## config.mk

```make
export PLATFORM = sky130hd
export DESIGN_NAME = ct_ciu_bar_bcast_ctrl
export DESIGN_NICKNAME = d
export VERILOG_FILES = /design/src/rtl/ct_ciu_bar_bcast_ctrl.sv
export SDC_FILE = /design/constraint.sdc
export NUM_CORES = 1
export LEC_CHECK = 0
export CORE_MARGIN = 2
export CORE_UTILIZATION = 37
export DETAILED_ROUTE_END_ITERATION = 10
export MAX_ROUTING_LAYER = met4
export PLACE_DENSITY = 0.77
export SYNTH_ARGS = -nofsm -noshare
export SYNTH_HDL_FRONTEND = slang
export SYNTH_SLANG_ARGS = --single-unit
```

## constraint.sdc

```tcl
create_clock -name forever_cpuclk -period 1.7 [get_ports forever_cpuclk]
set_clock_uncertainty 0.05 [all_clocks]
set_input_delay 0.34 -clock forever_cpuclk [delete_from_list [all_inputs] [get_ports forever_cpuclk]]
set_output_delay 0.34 -clock forever_cpuclk [all_outputs]
set_load 0.05 [all_outputs]
```

## src/rtl/ct_ciu_bar_bcast_ctrl.sv

```systemverilog
`default_nettype none
// ============================================================================
// Module      : ct_ciu_bar_bcast_ctrl
// Description : CIU barrier broadcast controller. Round-robin selects one PIU
//               barrier, broadcasts it to snb0/snb1/ncq/ctcq, collects grants
//               and pulses done back to the owner. Optional watchdog enabled
//               by defining CT_CIU_BAR_TMO_EN.
// Revision    : 1.0 - initial release
// ============================================================================
module ct_ciu_bar_bcast_ctrl #(
    parameter int TMO_W = 10
) (
    input  logic        forever_cpuclk,
    input  logic        cpurst,
    input  logic [3:0]  piu_bar_req,
    input  logic [35:0] piu_bar_req_bus,
    input  logic [3:0]  tgt_bar_grant,
    output logic [3:0]  tgt_bar_req,
    output logic [2:0]  tgt_bar_mid,
    output logic [8:0]  tgt_bar_req_bus,
    output logic [3:0]  piu_bar_done,
    output logic        bar_busy,
    output logic        bar_tmo_err
);

    localparam logic [1:0] c_ST_IDLE  = 2'd0;
    localparam logic [1:0] c_ST_BCAST = 2'd1;
    localparam logic [1:0] c_ST_DONE  = 2'd2;

    logic [1:0] r_state;
    logic [1:0] w_state_nxt;
    logic [3:0] r_gnt;
    logic [1:0] r_mid;
    logic [8:0] r_bus;
    logic [1:0] r_rr_ptr;
    logic       w_win_vld;
    logic [1:0] w_win_idx;
    logic [3:0] w_acc;

    // Scan from the highest offset down so the offset nearest rr_ptr wins.
    always_comb begin
        w_win_vld = 1'b0;
        w_win_idx = 2'd0;
        for (int i = 3; i >= 0; i--) begin
            if (piu_bar_req[r_rr_ptr + 2'(i)]) begin
                w_win_vld = 1'b1;
                w_win_idx = r_rr_ptr + 2'(i);
            end
        end
    end

    assign w_acc = tgt_bar_grant & tgt_bar_req;

    always_comb begin
        w_state_nxt = r_state;
        case (r_state)
            c_ST_IDLE:  if (w_win_vld) w_state_nxt = c_ST_BCAST;
            c_ST_BCAST: if ((r_gnt | w_acc) == 4'b1111) w_state_nxt = c_ST_DONE;
            c_ST_DONE:  w_state_nxt = c_ST_IDLE;
            default:    w_state_nxt = c_ST_IDLE;
        endcase
    end

    always_ff @(posedge forever_cpuclk) begin
        if (cpurst) begin
            r_state  <= c_ST_IDLE;
            r_gnt    <= 4'b0000;
            r_mid    <= 2'd0;
            r_bus    <= 9'd0;
            r_rr_ptr <= 2'd0;
        end else begin
            r_state <= w_state_nxt;
            case (r_state)
                c_ST_IDLE: begin
                    if (w_win_vld) begin
                        r_mid <= w_win_idx;
                        r_bus <= piu_bar_req_bus[9*w_win_idx +: 9];
                        r_gnt <= 4'b0000;
                    end
                end
                c_ST_BCAST: r_gnt    <= r_gnt | w_acc;
                c_ST_DONE:  r_rr_ptr <= r_mid + 2'd1;
                default: ;
            endcase
        end
    end

    // Outputs decode registered state only; grants never reach an output combinationally.
    assign bar_busy        = (r_state != c_ST_IDLE);
    assign tgt_bar_req     = (r_state == c_ST_BCAST) ? ~r_gnt : 4'b0000;
    assign tgt_bar_mid     = bar_busy ? {1'b0, r_mid} : 3'd0;
    assign tgt_bar_req_bus = bar_busy ? r_bus : 9'd0;
    assign piu_bar_done    = (r_state == c_ST_DONE) ? (4'b0001 << r_mid) : 4'b0000;

`ifdef CT_CIU_BAR_TMO_EN
    localparam logic [TMO_W-1:0] c_TMO_LAST = {{(TMO_W-1){1'b1}}, 1'b0};

    logic [TMO_W-1:0] r_tmo_cnt;
    logic             r_tmo_err;
    logic             w_tmo_inc;

    assign w_tmo_inc = (r_state == c_ST_BCAST) && (w_acc == 4'b0000) && (r_tmo_cnt != '1);

    // Error is flagged on the same edge the counter saturates; the barrier keeps waiting.
    always_ff @(posedge forever_cpuclk) begin
        if (cpurst) begin
            r_tmo_cnt <= '0;
            r_tmo_err <= 1'b0;
        end else begin
            if ((r_state == c_ST_IDLE) && w_win_vld) begin
                r_tmo_cnt <= '0;
            end else if ((r_state == c_ST_BCAST) && (w_acc != 4'b0000)) begin
                r_tmo_cnt <= '0;
            end else if (w_tmo_inc) begin
                r_tmo_cnt <= r_tmo_cnt + 1'b1;
            end
            if (w_tmo_inc && (r_tmo_cnt == c_TMO_LAST)) begin
                r_tmo_err <= 1'b1;
            end
        end
    end

    assign bar_tmo_err = r_tmo_err;
`else
    assign bar_tmo_err = 1'b0 & (TMO_W > 0);
`endif

endmodule
`default_nettype wire

```

# [Word level (Yosys, flattened, before mapping)]
# Index checks and enable logic that the tools add are counted.
[classes] addsub=4 multipliers=1 n_lt_le_gt_ge=4 eq_ne=5 shifts=2 muxes=25 n_bitwise=3 reduce_logical=6
[ops] cell="36-bit by 7-bit indexed part select with 9-bit output" count=1
[ops] cell="2-bit two-way mux" count=7
[ops] cell="2-bit by 3-bit less-than comparator with 1-bit output (second input constant)" count=4
[ops] cell="4-bit two-way mux" count=3
[ops] cell="9-bit two-way mux" count=1
[ops] cell="1-bit binary-select mux with 2-bit select" count=4
[ops] cell="1-bit two-way mux" count=8
[ops] cell="4-bit one-hot mux with 2 select lines" count=1
[ops] cell="4-bit by 2-bit multiplier with 6-bit output (first input constant)" count=1
[ops] cell="2-bit AND reduction" count=3
[ops] cell="2-bit by 1-bit adder with 2-bit output (second input constant)" count=2
[ops] cell="2-bit adder (second input constant)" count=2
[ops] cell="4-bit bitwise AND" count=1
[ops] cell="4-bit == test (second input constant)" count=1
[ops] cell="2-bit != test (second input constant)" count=2
[ops] cell="4-bit inverter" count=1
[ops] cell="4-bit OR" count=1
[ops] cell="2-bit one-hot mux with 2 select lines" count=1
[ops] cell="2-bit nonzero test" count=2
[ops] cell="1-bit by 2-bit left shift with 4-bit output (first input constant)" count=1
[ops] cell="2-bit by 1-bit == test with 1-bit output (second input constant)" count=1
[ops] cell="2-bit == test (second input constant)" count=1
[ops] cell="2-bit zero test" count=1
[totals] regBits=19 in_bits=46 output_inout_bits=22 wordCells=55

# [Depth between registers and ports, before layout]
[depth] depth_word=9 depth_mapped=7 mapped_depth_nobuf=5

# [Worst setup path after synthesis]
# OpenSTA, ideal clock, no wires.
[synth_path] path_kind="register to output" from="register r_state[0]" to="output port tgt_bar_req_bus[1]" arrival_ns=1.340 required_ns=1.310 setup_slack_ns=-0.030 stages_incl_launch_ff=4 n_path_buf=1 cell_sequence="dfxtp_1 -> nor2_1 -> clkbuf_1 -> nor2b_1"
[synth_between] elab_chain_len=2
[synth_lines] item="start, declared" line_no="30" text="logic [1:0] r_state;"
[synth_lines] item="start signal, assigned" line_no="66" text="r_state <= c_ST_IDLE;"
[synth_lines] item="start signal, assigned" line_no="72" text="r_state <= w_state_nxt;"
[synth_lines] item="2-bit nonzero test" line_no="89" text="assign bar_busy = (r_state != c_ST_IDLE);"
[synth_lines] item="9-bit two-way mux" line_no="92" text="assign tgt_bar_req_bus = bar_busy ? r_bus : 9'd0;"
[synth_lines] item="end, declared" line_no="20" text="output logic [8:0] tgt_bar_req_bus,"
# Every way passes these cells.

# [Final worst setup path]
[layout_path] from="input port piu_bar_req[0]" to="register r_bus[5]"
[layout_between] elab_chain_len=8
[layout_lines] item="start, declared" line_no="15" text="input logic [3:0] piu_bar_req,"
[layout_lines] item="1-bit binary-select mux with 2-bit select" line_no="45" text="if (piu_bar_req[r_rr_ptr + 2'(i)]) begin"
[layout_lines] item="1-bit two-way mux (implied by the code)" line_no="45"
[layout_lines] item="2-bit two-way mux (4 in a row)" line_no="45"
[layout_lines] item="4-bit by 2-bit multiplier with 6-bit output" line_no="77" text="r_bus <= piu_bar_req_bus[9*w_win_idx +: 9];"
[layout_lines] item="36-bit by 7-bit indexed part select with 9-bit output" line_no="77"
[layout_lines] item="end signal, assigned" line_no="77"
[layout_lines] item="end, declared" line_no="34" text="logic [8:0] r_bus;"
# Several ways; a longest one is shown, not always the timed one. The select of a mux whose other input is x is not followed.
# A chain may end at the register's enable or synchronous reset.

==> qor.txt <==
STATUS
-----------------------------------------------------------------------------------------------
Run status                                                                         finished, final reports clean

CLOCK NETWORK
-----------------------------------------------------------------------------------------------
Number of hold buffers added after cts                                                        0
Insertion delay of the later-clocked pin in the worst-skew pair                         0.25 ns
CTS max path bufs                                                                             2
Clock input transition at the sequential cells of the worst setup and hold paths        0.07 ns
TritonCTS buffer count                                                                        3
TritonCTS clock tree                                                                      built
Clock root buffer                                                                  sky130_fd_sc_hd__clkbuf_8
Sinks on the clock net                                                                       19
H-tree depth reported by CTS                                                                  1

DIE
-----------------------------------------------------------------------------------------------
Core ar.                                                                               3690 um2
Number of rows in the core area                                                              22
Number of ports placed on the die boundary                                                   68
Horizontal extent of the die                                                            66.1 um
Die area                                                                               4370 um2
Initial Util                                                                              0.387
Die Y-Extent                                                                            66.1 um

SETUP PATH
-----------------------------------------------------------------------------------------------
R2R Path Start                                                                     r_rr_ptr[1]$_SDFFE_PP0P_
Worst setup path category                                                          primary input to flip-flop
Worst reg-to-reg setup slack                                                            0.09 ns
Crit path arrival time                                                                  1.72 ns
Required @ worst endpoint                                                               1.79 ns
Worst setup path start                                                             piu_bar_req[0]
Largest fanout of any net on the critical path                                                5
Sort of element at the end of the critical path                                       flip-flop
Type of origin of the critical path                                                primary input

GLOBAL ROUTE
-----------------------------------------------------------------------------------------------
Largest net degree at the start of global routing                                            16
Number of antenna violations at the first check in global routing                             0
GRT Total Usage                                                                           0.189
Via count of the first global-routing pass                                                 1379
Global-route wire length before repair                                                  6.36 mm
Overflow after GRT                                                                            0

POWER AND IR DROP
-----------------------------------------------------------------------------------------------
Fraction of power consumed by combinational cells                                         0.402
Switching Share                                                                           0.321
Part of the power in registers                                                            0.368
Cell-internal power                                                                    0.910 mW
Peak supply drop                                                                     0.000314 V
Power density relative to cell area                                                  569 nW/um2
Switch Pwr                                                                             0.430 mW
Post-layout total power                                                                 1.34 mW
Static leakage                                                                         0.960 nW
Clock power frac                                                                          0.230

STA
-----------------------------------------------------------------------------------------------
Min cycle time layout                                                                   1.63 ns
Worst hold slack across all endpoints                                                  0.416 ns
Unrepaired setup endpoints after global routing                                           false
Max-slew violation total from the final report                                                0
Number of failing hold endpoints at the final stage                                           0
Final critical-path share of the clock period                                             0.961
Accumulated negative setup slack                                                           0 ns
Count of final setup violators                                                                0
Max Clk Rate                                                                            612 MHz
Final WS setup                                                                        0.0668 ns

ROUTE
-----------------------------------------------------------------------------------------------
Antenna-violating nets left                                                                   0
Final routed DRC violation total                                                              0
Routed via count                                                                           1415
Starting DRC count in detailed routing                                                       35
Number of vias per cell                                                                    4.96
Final wirelength                                                                        3.82 mm
First-pass detailed-route iteration total                                                     5
Average detailed-routed wire length per instance                                        13.4 um

HOLD PATH
-----------------------------------------------------------------------------------------------
Hold WC Path Type                                                                  flip-flop to flip-flop
Launch point of the worst hold path                                                r_bus[5]$_SDFFE_PP0P_

LOGIC SYNTHESIS
-----------------------------------------------------------------------------------------------
Synth top cells by count                                                           sky130_fd_sc_hd__dfxtp_1 (19), sky130_fd_sc_hd__nor2_1 (16), sky130_fd_sc_hd__nand2_1 (13), sky130_fd_sc_hd__mux2i_1 (11), sky130_fd_sc_hd__nor2b_1 (11)
Synth warnings                                                                                0
Post-synth EDFFs                                                                              0
Post-Syn Area                                                                          1430 um2
Top cells by area in the synthesized netlist                                       sky130_fd_sc_hd__dfxtp_1 (27%), sky130_fd_sc_hd__o211ai_2 (7.9%), sky130_fd_sc_hd__mux2i_1 (7.7%)
Synthesized area per cell                                                              8.91 um2
Unique cell type count in the Yosys netlist                                                  38
Most frequently used flop master after synthesis                                   sky130_fd_sc_hd__dfxtp_1
Post-synthesis cell count                                                                   160
Number of synthesized register bits                                                          19
Area share of the largest cell type after synthesis                                       0.267
Most frequently used cell type in the post-synthesis netlist                       sky130_fd_sc_hd__dfxtp_1
Register area share after synthesis                                                       0.267
Synth area leader                                                                  sky130_fd_sc_hd__dfxtp_1
Post-synth ARST share                                                                         0

CELLS AND AREA
-----------------------------------------------------------------------------------------------
Final cell count without fillers                                                            285
Area added between synthesis and finish                                                   65.1%
Share of layout cells above drive strength 1                                              0.346
Number of antenna repair diodes                                                               0
Post-route standard cell area excluding fillers                                        2350 um2
Number of fillers in the final layout                                                       348
Final nets                                                                                  288
Layout Utilization                                                                        0.638

PLACE
-----------------------------------------------------------------------------------------------
Instance area after placement                                                          2260 um2
DP Cell Count                                                                               280
Half-perimeter wire length after detailed placement                                     3.07 mm
Routability congestion estimate                                                           0.844
Port buffer count                                                                            65
Worst setup slack after placement                                                     -0.429 ns

RUN
-----------------------------------------------------------------------------------------------
Number of max-cap violations                                                                  0

## area by class of cell
class | count | area (um2) | share of cell area
Sequential cell | 19 | 382 | 0.162
Timing Repair Buffer | 80 | 833 | 0.354
Tap cell | 48 | 60.1 | 0.0255
Inverter | 5 | 18.8 | 0.00797
Multi-Input combinational cell | 129 | 1020 | 0.431
Clock buffer | 4 | 45.0 | 0.0191
## cell usage in the layout (no fill, tap or decap), drive strengths merged, types with 4 or more instances in the layout
| cell | synthesis | final |
|---|---|---|
| mux2i | 11 | 11 |
| dfxtp | 19 | 19 |
| o21ai | 10 | 10 |
| clkbuf | 3 | 4 |
| ha | 4 | 4 |
| inv | 5 | 5 |
| o31a | 9 | 9 |
| nor2b | 11 | 11 |
| nor2 | 19 | 19 |
| a21oi | 9 | 9 |
| dlygate4sd2 | 0 | 4 |
| o211ai | 9 | 9 |
| and2 | 6 | 6 |
| buf | 6 | 35 |
| clkdlybuf4s50 | 0 | 41 |
| nand2 | 14 | 14 |
| and4 | 9 | 9 |
## layer usage
metal | vias to the layer above | track usage | wire length [um]
li1 | 729 | - | -
met3 | 2 | 0.0324 | 256
met1 | 632 | 0.242 | 1760
met4 | 0 | 0.0383 | 13
met5 | - | - | 0
met2 | 52 | 0.313 | 1790
## kinds of logic (layout without fill, tap and decap cells)
| kind of cell | count (synthesis) | count (layout) | synth area share |
|---|---|---|---|
| and+or+nand+nor | 67 | 67 | 0.281 |
| DFF | 19 | 19 | 0.267 |
| adders and majority gates | 4 | 4 | 0.0351 |
| other | 1 | 2 | 0.00263 |
| muxes | 11 | 11 | 0.0772 |
| buffers and inverters | 14 | 89 | 0.0579 |
| AOI/OAI and AO/OA | 44 | 45 | 0.280 |
## path summary, 6_finish.rpt
path | endpoint | cells past startpoint
worst min register to register | r_bus[5]$_SDFFE_PP0P_ | 2
worst min-delay path | r_bus[5]$_SDFFE_PP0P_ | 2
worst max register to register | r_mid[1]$_SDFFE_PP0P_ | 7
worst max-delay path | r_bus[5]$_SDFFE_PP0P_ | 6
## worst max-delay path, stage by stage
cell and delay [ns]:
sky130_fd_sc_hd__dlygate4sd2_1 0.27, sky130_fd_sc_hd__or4_4 0.56, sky130_fd_sc_hd__and3_4 0.20, sky130_fd_sc_hd__o221a_4 0.16, sky130_fd_sc_hd__o21ai_2 0.09, sky130_fd_sc_hd__o211ai_2 0.10
## sequential cells by signal (all words and copies together), names as in the netlist
| name | flops |
|---|---|
| r_gnt | 4 |
| r_bus | 9 |
| r_mid | 2 |
| r_state | 2 |
| r_rr_ptr | 2 |
## power by group through the flow
| stage | Sequential [mW] | Clock, mW | Combinational (mW) |
|---|---|---|---|
| after CTS | 0.492 | 0.311 | 0.542 |
| after floorplan | 0.499 | 0 | 0.294 |
| after global placement | 0.502 | 0 | 0.526 |
| final | 0.494 | 0.308 | 0.539 |
| after detailed placement | 0.503 | 0 | 0.533 |
| after global routing | 0.498 | 0.326 | 0.575 |
## timing repair
action,CTS,global route
gates cloned,1,0
resized for setup,9,2
setup buffers,0,0
pin swaps,3,0
endpoints found under the hold margin,0,0
endpoints found under the setup margin,10,4
(Power assumes the default switching activity.)
